--- src/rtl/pmem_arb_types.sv ---
// Shared types for the physical-memory arbiter: line width and arbiter state encoding.
package pmem_arb_types;

   localparam int PMEM_LINE_WIDTH = 256;

   typedef enum logic [1:0] {
      IDLE  = 2'd0,
      I_GNT = 2'd1,
      D_GNT = 2'd2
   } pmem_arb_state_t;

endpackage

--- src/rtl/pmem_arbiter.sv ---
// Two-port arbiter sharing one line-wide memory between the I-cache and the D-cache.
// Define PMEM_ARB_RR_EN for round-robin conflict resolution; otherwise the D-cache has fixed priority.
module pmem_arbiter
   import pmem_arb_types::*;
(
   input  logic                       clk,
   input  logic                       rst,
   input  logic                       i_pmem_read,
   input  logic [31:0]                i_pmem_address,
   output logic [PMEM_LINE_WIDTH-1:0] i_pmem_rdata,
   output logic                       i_pmem_resp,
   input  logic                       d_pmem_read,
   input  logic                       d_pmem_write,
   input  logic [31:0]                d_pmem_address,
   input  logic [PMEM_LINE_WIDTH-1:0] d_pmem_wdata,
   output logic [PMEM_LINE_WIDTH-1:0] d_pmem_rdata,
   output logic                       d_pmem_resp,
   output logic                       mem_read,
   output logic                       mem_write,
   output logic [31:0]                mem_address,
   output logic [PMEM_LINE_WIDTH-1:0] mem_wdata,
   input  logic [PMEM_LINE_WIDTH-1:0] mem_rdata,
   input  logic                       mem_resp
);

   pmem_arb_state_t state_reg, state_next;
   logic            last_gnt_reg, last_gnt_next;   // 0 = I-cache, 1 = D-cache
   logic            i_req, d_req, pick_d;

   assign i_req = i_pmem_read;
   assign d_req = d_pmem_read | d_pmem_write;

`ifdef PMEM_ARB_RR_EN
   assign pick_d = ~last_gnt_reg;
`else
   assign pick_d = 1'b1;
`endif

   always_ff @(posedge clk or negedge rst) begin
      if (!rst) begin
         state_reg    <= IDLE;
         last_gnt_reg <= 1'b1;
      end else begin
         state_reg    <= state_next;
         last_gnt_reg <= last_gnt_next;
      end
   end

   always_comb begin
      state_next    = state_reg;
      last_gnt_next = last_gnt_reg;
      case (state_reg)
         IDLE: begin
            if (i_req && d_req) begin
               state_next    = pick_d ? D_GNT : I_GNT;
               last_gnt_next = pick_d;
            end else if (d_req) begin
               state_next    = D_GNT;
               last_gnt_next = 1'b1;
            end else if (i_req) begin
               state_next    = I_GNT;
               last_gnt_next = 1'b0;
            end
         end
         // A grant is released only by the memory, never by the requester dropping its lines.
         I_GNT, D_GNT: begin
            if (mem_resp) begin
               state_next = IDLE;
            end
         end
         default: state_next = IDLE;
      endcase
   end

   always_comb begin
      mem_read     = 1'b0;
      mem_write    = 1'b0;
      mem_address  = '0;
      mem_wdata    = '0;
      i_pmem_resp  = 1'b0;
      i_pmem_rdata = '0;
      d_pmem_resp  = 1'b0;
      d_pmem_rdata = '0;
      case (state_reg)
         I_GNT: begin
            mem_read     = i_pmem_read;
            mem_address  = i_pmem_address;
            i_pmem_resp  = mem_resp;
            i_pmem_rdata = mem_rdata;
         end
         D_GNT: begin
            mem_write    = d_pmem_write;
            mem_read     = d_pmem_read & ~d_pmem_write;
            mem_address  = d_pmem_address;
            mem_wdata    = d_pmem_wdata;
            d_pmem_resp  = mem_resp;
            d_pmem_rdata = mem_rdata;
         end
         default: ;
      endcase
   end

endmodule

--- config.mk ---
export PLATFORM = sky130hd
export DESIGN_NAME = pmem_arbiter
export DESIGN_NICKNAME = d
export VERILOG_FILES = /design/src/rtl/pmem_arb_types.sv /design/src/rtl/pmem_arbiter.sv
export SDC_FILE = /design/constraint.sdc
export NUM_CORES = 1
export LEC_CHECK = 0
export BUFFER_PORTS_ARGS = -buffer_cell sky130_fd_sc_hd__buf_4
export CAP_MARGIN = 40
export CORE_AREA = 2 2 543 545
export DETAILED_ROUTE_END_ITERATION = 6
export DIE_AREA = 0 0 545 547
export PLACE_DENSITY_LB_ADDON = 0.25
export SYNTH_ARGS = -nofsm -noshare
export SYNTH_HDL_FRONTEND = slang
export SYNTH_SLANG_ARGS = --single-unit
--- constraint.sdc ---
create_clock -name clk -period 2.65 [get_ports clk]
set_input_delay 0 -clock clk [delete_from_list [all_inputs] [get_ports clk]]
set_output_delay 0 -clock clk [all_outputs]
set_load 0.005 [all_outputs]
## After elaboration in Yosys (flattened, before gate mapping)

Cells that the tools add are included.

- Register bits after elaboration: 2
- Latch bits: 0
- Bits in writable memories: 0
- Bits in read-only memories: 0
- Input port bits: 582
- Output and inout bits: 804
- Word-level logic and storage cells: 25
- Memories: 0

- Add/sub/neg operators: 0
- Multiply operators: 0
- Div/mod/pow operators: 0
- Magnitude comparators: 0
- Equal/unequal tests: 4
- Shift-type cells: 0
- Mux-type cells: 13
- Bitwise logic cells: 3
- Reduce and logical (&&, ||, !) cells: 4

Operators by type and width:

| cell | count |
|---|---|
| $mux W256 | 3 |
| $pmux W32 S2 | 1 |
| $mux W2 | 4 |
| $ne A4 B4 Y1 const B | 1 |
| $pmux W2 S2 | 1 |
| $mux W1 | 3 |
| $eq A2 B1 Y1 const B | 1 |
| $eq A2 B2 Y1 const B | 1 |
| $logic_not A2 Y1 | 1 |
| $ne A2 B2 Y1 const B | 1 |
| $pmux W1 S2 | 1 |
| $reduce_and A2 Y1 | 1 |
| $reduce_or A2 Y1 | 1 |
| $and A1 B1 Y1 | 1 |
| $logic_and A1 B1 Y1 | 1 |
| $not A1 Y1 | 1 |
| $or A1 B1 Y1 | 1 |

## Logic depth before layout (Yosys ltp)

Gate-level depths: netlist of run 1.

- Depth in word-level cells: 4
- Depth in mapped cells: 7
- Gate-level depth less buffers: 5

## Least setup slack after synthesis of run 1

No wires, ideal clock.

- Kind: flip-flop to output port
- Start: register state_reg[0]
- End: output mem_address[14]
- Data arrival time: 1199 ps
- Data required time: 2650 ps
- Setup slack: 1451 ps
- Stages on the path, launching flop included: 8
- Path buffers: 3
- Path through: dfrtp_1 -> inv_1 -> ha_1 -> buf_6 -> buf_8 -> buf_4 -> a22oi_1 -> nor2b_1

- Word-level cells in the longest chain between the ends: 2
- Elaborated cells on any way between the ends: 3
- Those cells by class: 2 x eq/ne; 1 x mux

RTL lines:

| element | RTL line | text |
|---|---|---|
| start: declaration | pmem_arbiter.sv:26 | `pmem_arb_state_t state_reg, state_next;` |
| start signal: assignment | pmem_arbiter.sv:44 | `state_reg <= state_next;` |
| $eq A2 B2 Y1 / $eq A2 B1 Y1 (equally long branches) | pmem_arbiter.sv:84 | `case (state_reg)` |
| $pmux W32 S2 (*) | pmem_arbiter.sv:84 |  |
| end: declaration | pmem_arbiter.sv:20 | `output logic [31:0] mem_address,` |

Every way passes the cells marked *; elsewhere a longest branch is shown, timed or not.

## Final worst setup path of run 1

- Start: register state_reg[0]
- End: output mem_wdata[100]

- Word-level cells in the longest chain between the ends: 2

RTL lines:

| element | RTL line | text |
|---|---|---|
| $eq A2 B2 Y1 | pmem_arbiter.sv:84 |  |
| $mux W256 | pmem_arbiter.sv:84 |  |
| end: declaration | pmem_arbiter.sv:21 | `output logic [PMEM_LINE_WIDTH-1:0] mem_wdata,` |

Every way passes these cells.

==> run metrics, run 1 <==
Yosys Warn Count 0; layout cells sized above 1 0.624; # nets final 2856; synthesized instance count 950; largest net degree at the start of global routing 88; Synth area leader and2_1; most common cell after layout, fill and taps aside buf_4; DR iter-0 viols 712; CP Launch Type flip-flop; Layout Skew 3.35 ps; Worst R2R End state_reg[0]; # port buffers 1385; Rows 199; Largest register FFs 2; Pins Over Slew Limit 0; Reg2Reg Launch Point state_reg[1]; RSZ-0062 raised after global routing no; Initial Utilization 0.0204; core area 293000 um^2; area share of the largest cell type after synthesis 0.810; Num CTS Buffers 3; Final min period 2310 ps; CP Capture Type output port; most frequent cells in the layout buf_4 (1401), and2_1 (772), a22oi_1 (32), nor2b_1 (32), buf_12 (10); number of max-cap violations 0; Critical Path Fanout Max 50; DRT antenna net count 0; Peak VDD IR 0.383 mV; WL/cell 32.3 um; CTS Buffer Depth 2; WP data required 2650 ps; CTS root buf clkbuf_16; hold buffer count at CTS 1; Hold Path End state_reg[0]; Mapped Area 5960 um^2; GPL Wtd Cong 0.961; Die X 545 um; mean post-synth cell area 6.28 um^2; antenna violations before repair 213; Final setup viols 0; global-route usage over all layers 0.129; Relative slew margins 0.579; kind of critical path flip-flop to output port; first-pass GRT wire length 229000 um; DRC viols 0; post-CTS setup buffer count 0; worst hold slack 85.7 ps; Pre-antenna DRT Iters 5; DR vias/cell 2.16; leakage power 0.00961 uW; GRT Residual Overflow 0; Worst setup startpoint state_reg[0]; # IOs 1386; #FFs+latches synth 2; Distinct cells, synth 19; Worst Hold Class input pin to flip-flop; post-synthesis sequential area ratio 0.00839; CTS tree built; Hold Fails Final Rpt 0; Skew-Pair Late Insertion Delay 230 ps; status finished clean; via count 13500; clock-pin slew on the worst setup and hold paths 30 ps; fillers 34700; Post-Route WL 202000 um; Layout area overhead 257%; post-CTS sizing 0; R2R cell count 6; detailed placer's ending HPWL 193000 um; hold path depth 4; final worst-path cycle share 0.872; P per Cell Area 775 nW/um^2; clk sinks 2; Max Clock Freq 0.433 GHz; crit path DAT 2310 ps; Setup TNS 0 ps; vias in the first global route 12900; Die H 547 um; syn nets 1535; Least-Margin Pin Slew 631 ps; CTS H-tree lvls 1; die area 298000 um^2; r2r setup slk 1260 ps; Hold Startpoint d_pmem_write; synth top area cells and2_1 (81%), clkbuf_2 (6.0%), a22oi_1 (4.0%), nor2b_1 (3.4%), buf_6 (1.5%)
cell families (layout without fill, tap and decap cells):
kind of cell / count (synthesis) / count (layout) / synth area share
DFF: 2 / 2 / 0.00839
AOI/OAI and AO/OA: 36 / 36 / 0.0441
buffers and inverters: 98 / 1417 / 0.0919
and+or+nand+nor: 811 / 811 / 0.849
other: 0 / 65 / 0
adders and majority gates: 3 / 3 / 0.00629
metal layers:
layer / part of all wire / track usage
met1: 0.46 / 0.178
met3: 0.10 / 0.0452
met5: 0.0016 / 0
met2: 0.42 / 0.195
met4: 0.018 / 0.0191
Yosys cell counts:
cell      count
a21oi_1       2
a22oi_1      32
and2_1      772
buf_2         4
buf_4         4
buf_6         8
buf_8         1
clkbuf_1      8
clkbuf_2     71
dfrtp_1       2
ha_1          3
inv_1         2
nand2_1       3
nand2b_1      1
nand3b_1      2
nor2_1        1
nor2b_1      32
o211ai_1      1
o21ai_0       1
cell type report:
class	count	area, um^2	area share
clock buffer	3	75.1	0.00352
inverter	2	7.51	0.000352
sequential	2	50.0	0.00235
multi-input combinational	850	5390	0.253
antenna	65	163	0.00763
timing repair buffer	1412	10700	0.503
tap	3919	4900	0.230
power by group:
group	switching (uW)	internal, uW	total [uW]
Combinational	9350	6870	16200
Sequential	19.4	45.8	65.2
Clock	33.9	192	226
Total	9410	7110	16500
worst max path at each step:
| stage | cells past startpoint | slack, ps | endpoint |
|---|---|---|---|
| after floorplan | 7 | 1450 | mem_address[14] |
| after detailed placement | 6 | 540 | mem_wdata[100] |
| after CTS | 6 | 310 | mem_wdata[100] |
| after global routing | 6 | 270 | mem_wdata[100] |
| final | 6 | 340 | mem_wdata[100] |
| after global placement | 6 | 600 | mem_wdata[100] |
metrics by stage:
stage | utilization | power [uW] | setup slack [ps] | instances | area, um^2
5_1_grt | 0.0725 | 17700 | 271 | 6208 | 21200
6_report | 0.0729 | 16500 | 340 | 6253 | 21300
2_1_floorplan | - | 4910 | 1450 | 950 | 5960
3_5_place_dp | 0.0720 | 16900 | 545 | 6184 | 21100
3_3_place_gp | 0.0720 | 16900 | 597 | 6184 | 21100
4_1_cts | 0.0723 | 17200 | 308 | 6188 | 21200
critical path, cell delays in order, from the launching register on:
cell     delay [ps]
dfrtp_1         410
inv_1           140
ha_4            200
buf_12          210
buf_4           410
and2_1          420
buf_4           210
No activity file was read; power rests on OpenSTA's default activity.
==> inputs of run 2 (changes only) <==
- BUFFER_PORTS_ARGS: -buffer_cell sky130_fd_sc_hd__buf_4 -> -buffer_cell sky130_fd_sc_hd__buf_2
==> run 2 against run 1 <==
Against the previous run:
- first-iteration DRC count rose by 12%
- non-clock buffer count increased by 2
- count of clock-buffer cells in the layout unchanged
- global-route usage is 0.78 points higher
- die area did not move
- combinational power about the same
- sequential cell count unchanged
- critical path type unchanged
==> run metrics, run 2 (synthesis gave the netlist of run 1 again) <==
layout cells sized above 1 0.624 (about the same); Layout area overhead 200%; Post-Route WL 214000 um (+5.8%); Final min period 2180 ps (-135 ps); WL/cell 34.1 um (+5.6%); P per Cell Area 920 nW/um^2 (+19%); clock-pin slew on the worst setup and hold paths 30 ps (about the same); Reg2Reg Launch Point state_reg[0]; RSZ-0062 raised after global routing no; via count 13400 (-0.39%); antenna violations before repair 264 (+24%); die area 298000 um^2 (unchanged); CTS root buf clkbuf_16; # IOs 1386 (unchanged); most common cell after layout, fill and taps aside buf_2; kind of critical path flip-flop to output port; Final Cell Area 17900 um^2 (-16%); Final setup viols 0 (unchanged); Least-Margin Pin Slew 515 ps (-116 ps); Peak VDD IR 0.446 mV (+17%); CTS Buffer Depth 2 (unchanged); Skew-Pair Late Insertion Delay 230 ps (about the same); DRT antenna net count 0 (unchanged); CP Capture Type output port; fillers 35000 (+0.80%); Num CTS Buffers 3 (unchanged); vias in the first global route 12700 (-1.7%); first-pass GRT wire length 245000 um (+7.1%); Layout Skew 1.46 ps (-1.89 ps); Worst setup startpoint state_reg[0]; Largest register FFs 2 (unchanged); final worst-path cycle share 0.821 (-0.0508); core area 293000 um^2 (unchanged); register area 50.0 um^2 (unchanged); Max Clock Freq 0.460 GHz (+6.2%); Pins Over Slew Limit 0 (unchanged); multi-input logic area 5390 um^2 (unchanged); WP data required 2650 ps (about the same); Die H 547 um (unchanged); CTS H-tree lvls 1 (unchanged); # port buffers 1385 (unchanged); Setup TNS 0 ps (unchanged); largest net degree at the start of global routing 97 (+10%); # nets final 2858 (+0.070%); Post-DP Area 17600 um^2 (-16%); DR iter-0 viols 797 (+12%); Critical Path Fanout Max 62 (+24%); Worst Hold Class input pin to flip-flop; status finished clean; CP Launch Type flip-flop; crit path DAT 2180 ps (-130 ps); Relative slew margins 0.657 (+0.0776); post-CTS setup buffer count 0 (unchanged); Hold Fails Final Rpt 0 (unchanged); DRC viols 0 (unchanged); Die X 545 um (unchanged); Rows 199 (unchanged); Pre-antenna DRT Iters 5 (unchanged); DR vias/cell 2.14 (-0.57%); Power, Total 16500 uW (-0.33%); leakage power 0.00902 uW (-6.2%); detailed placer's ending HPWL 205000 um (+6.0%); final core utilization 0.0611 (-0.0117); most frequent cells in the layout buf_2 (1385), and2_1 (772), a22oi_1 (32), nor2b_1 (32), buf_4 (18); global-route usage over all layers 0.137 (+0.00780); Hold Startpoint d_pmem_write; GPL Wtd Cong 0.979 (+1.9%); post-CTS sizing 0 (unchanged); Initial Utilization 0.0204 (unchanged); clk sinks 2 (unchanged); number of max-cap violations 0 (unchanged); CTS tree built; GRT Residual Overflow 0 (unchanged)
## run 2: changes by cell type in the layout (fill, tap and decap cells not counted), sizes merged
| cell | before | now |
|---|---|---|
| diode | 65 | 74 |
| buf | 1411 | 1413 |
## run 2: per-layer routing
| layer | global-route usage | wire (um) |
|---|---|---|
| met3 | 0.0857 | 32400 |
| met2 | 0.205 | 87100 |
| met1 | 0.172 | 90600 |
| met5 | 0 | 860 |
| met4 | 0.00769 | 2660 |
## run 2: cell type report
| cell class | count | share of cell area |
|---|---|---|
| timing repair buffer | 1414 | 0.407 |
| multi-input combinational | 850 | 0.301 |
| sequential | 2 | 0.00280 |
| inverter | 2 | 0.000420 |
| clock buffer | 3 | 0.00420 |
| tap | 3919 | 0.274 |
| antenna | 74 | 0.0104 |
## run 2: power by group
part / switching (uW) / internal [uW]
logic: 11300 / 4870
clock network: 35.2 / 192
registers: 20.9 / 45.8
total: 11400 / 5110
## run 2: path summary, 6_finish.rpt
kind	to	slack [ps]	depth (start not counted)
worst max-delay path	d_pmem_rdata[121]	470	6
worst min-delay path	state_reg[0]	120	4
worst max register to register	state_reg[1]	1120	6
worst min register to register	state_reg[1]	670	2
max in group asynchronous	state_reg[0]	2420	2
min in group asynchronous	state_reg[1]	130	2
## run 2: metrics by stage
step | hold slack [ps] | setup WS (ps) | cells
after floorplan | -296 | 1450 | 950
after global placement | -214 | 741 | 6186
after detailed placement | -209 | 690 | 6186
after CTS | 108 | 439 | 6190
after global routing | 140 | 338 | 6219
final | 120 | 474 | 6264
## run 2: repair_timing
| action | in CTS | in global routing |
|---|---|---|
| endpoints found under the setup margin | 0 | 0 |
| hold buffers | 1 | 0 |
| hold endpoints to repair | 2 | 0 |
## run 2: critical path, cell delays in order, from the launching register on
cell,delay [ps]
dfrtp_1,420
inv_1,150
ha_4,200
buf_12,230
buf_12,290
and2_1,190
buf_2,280
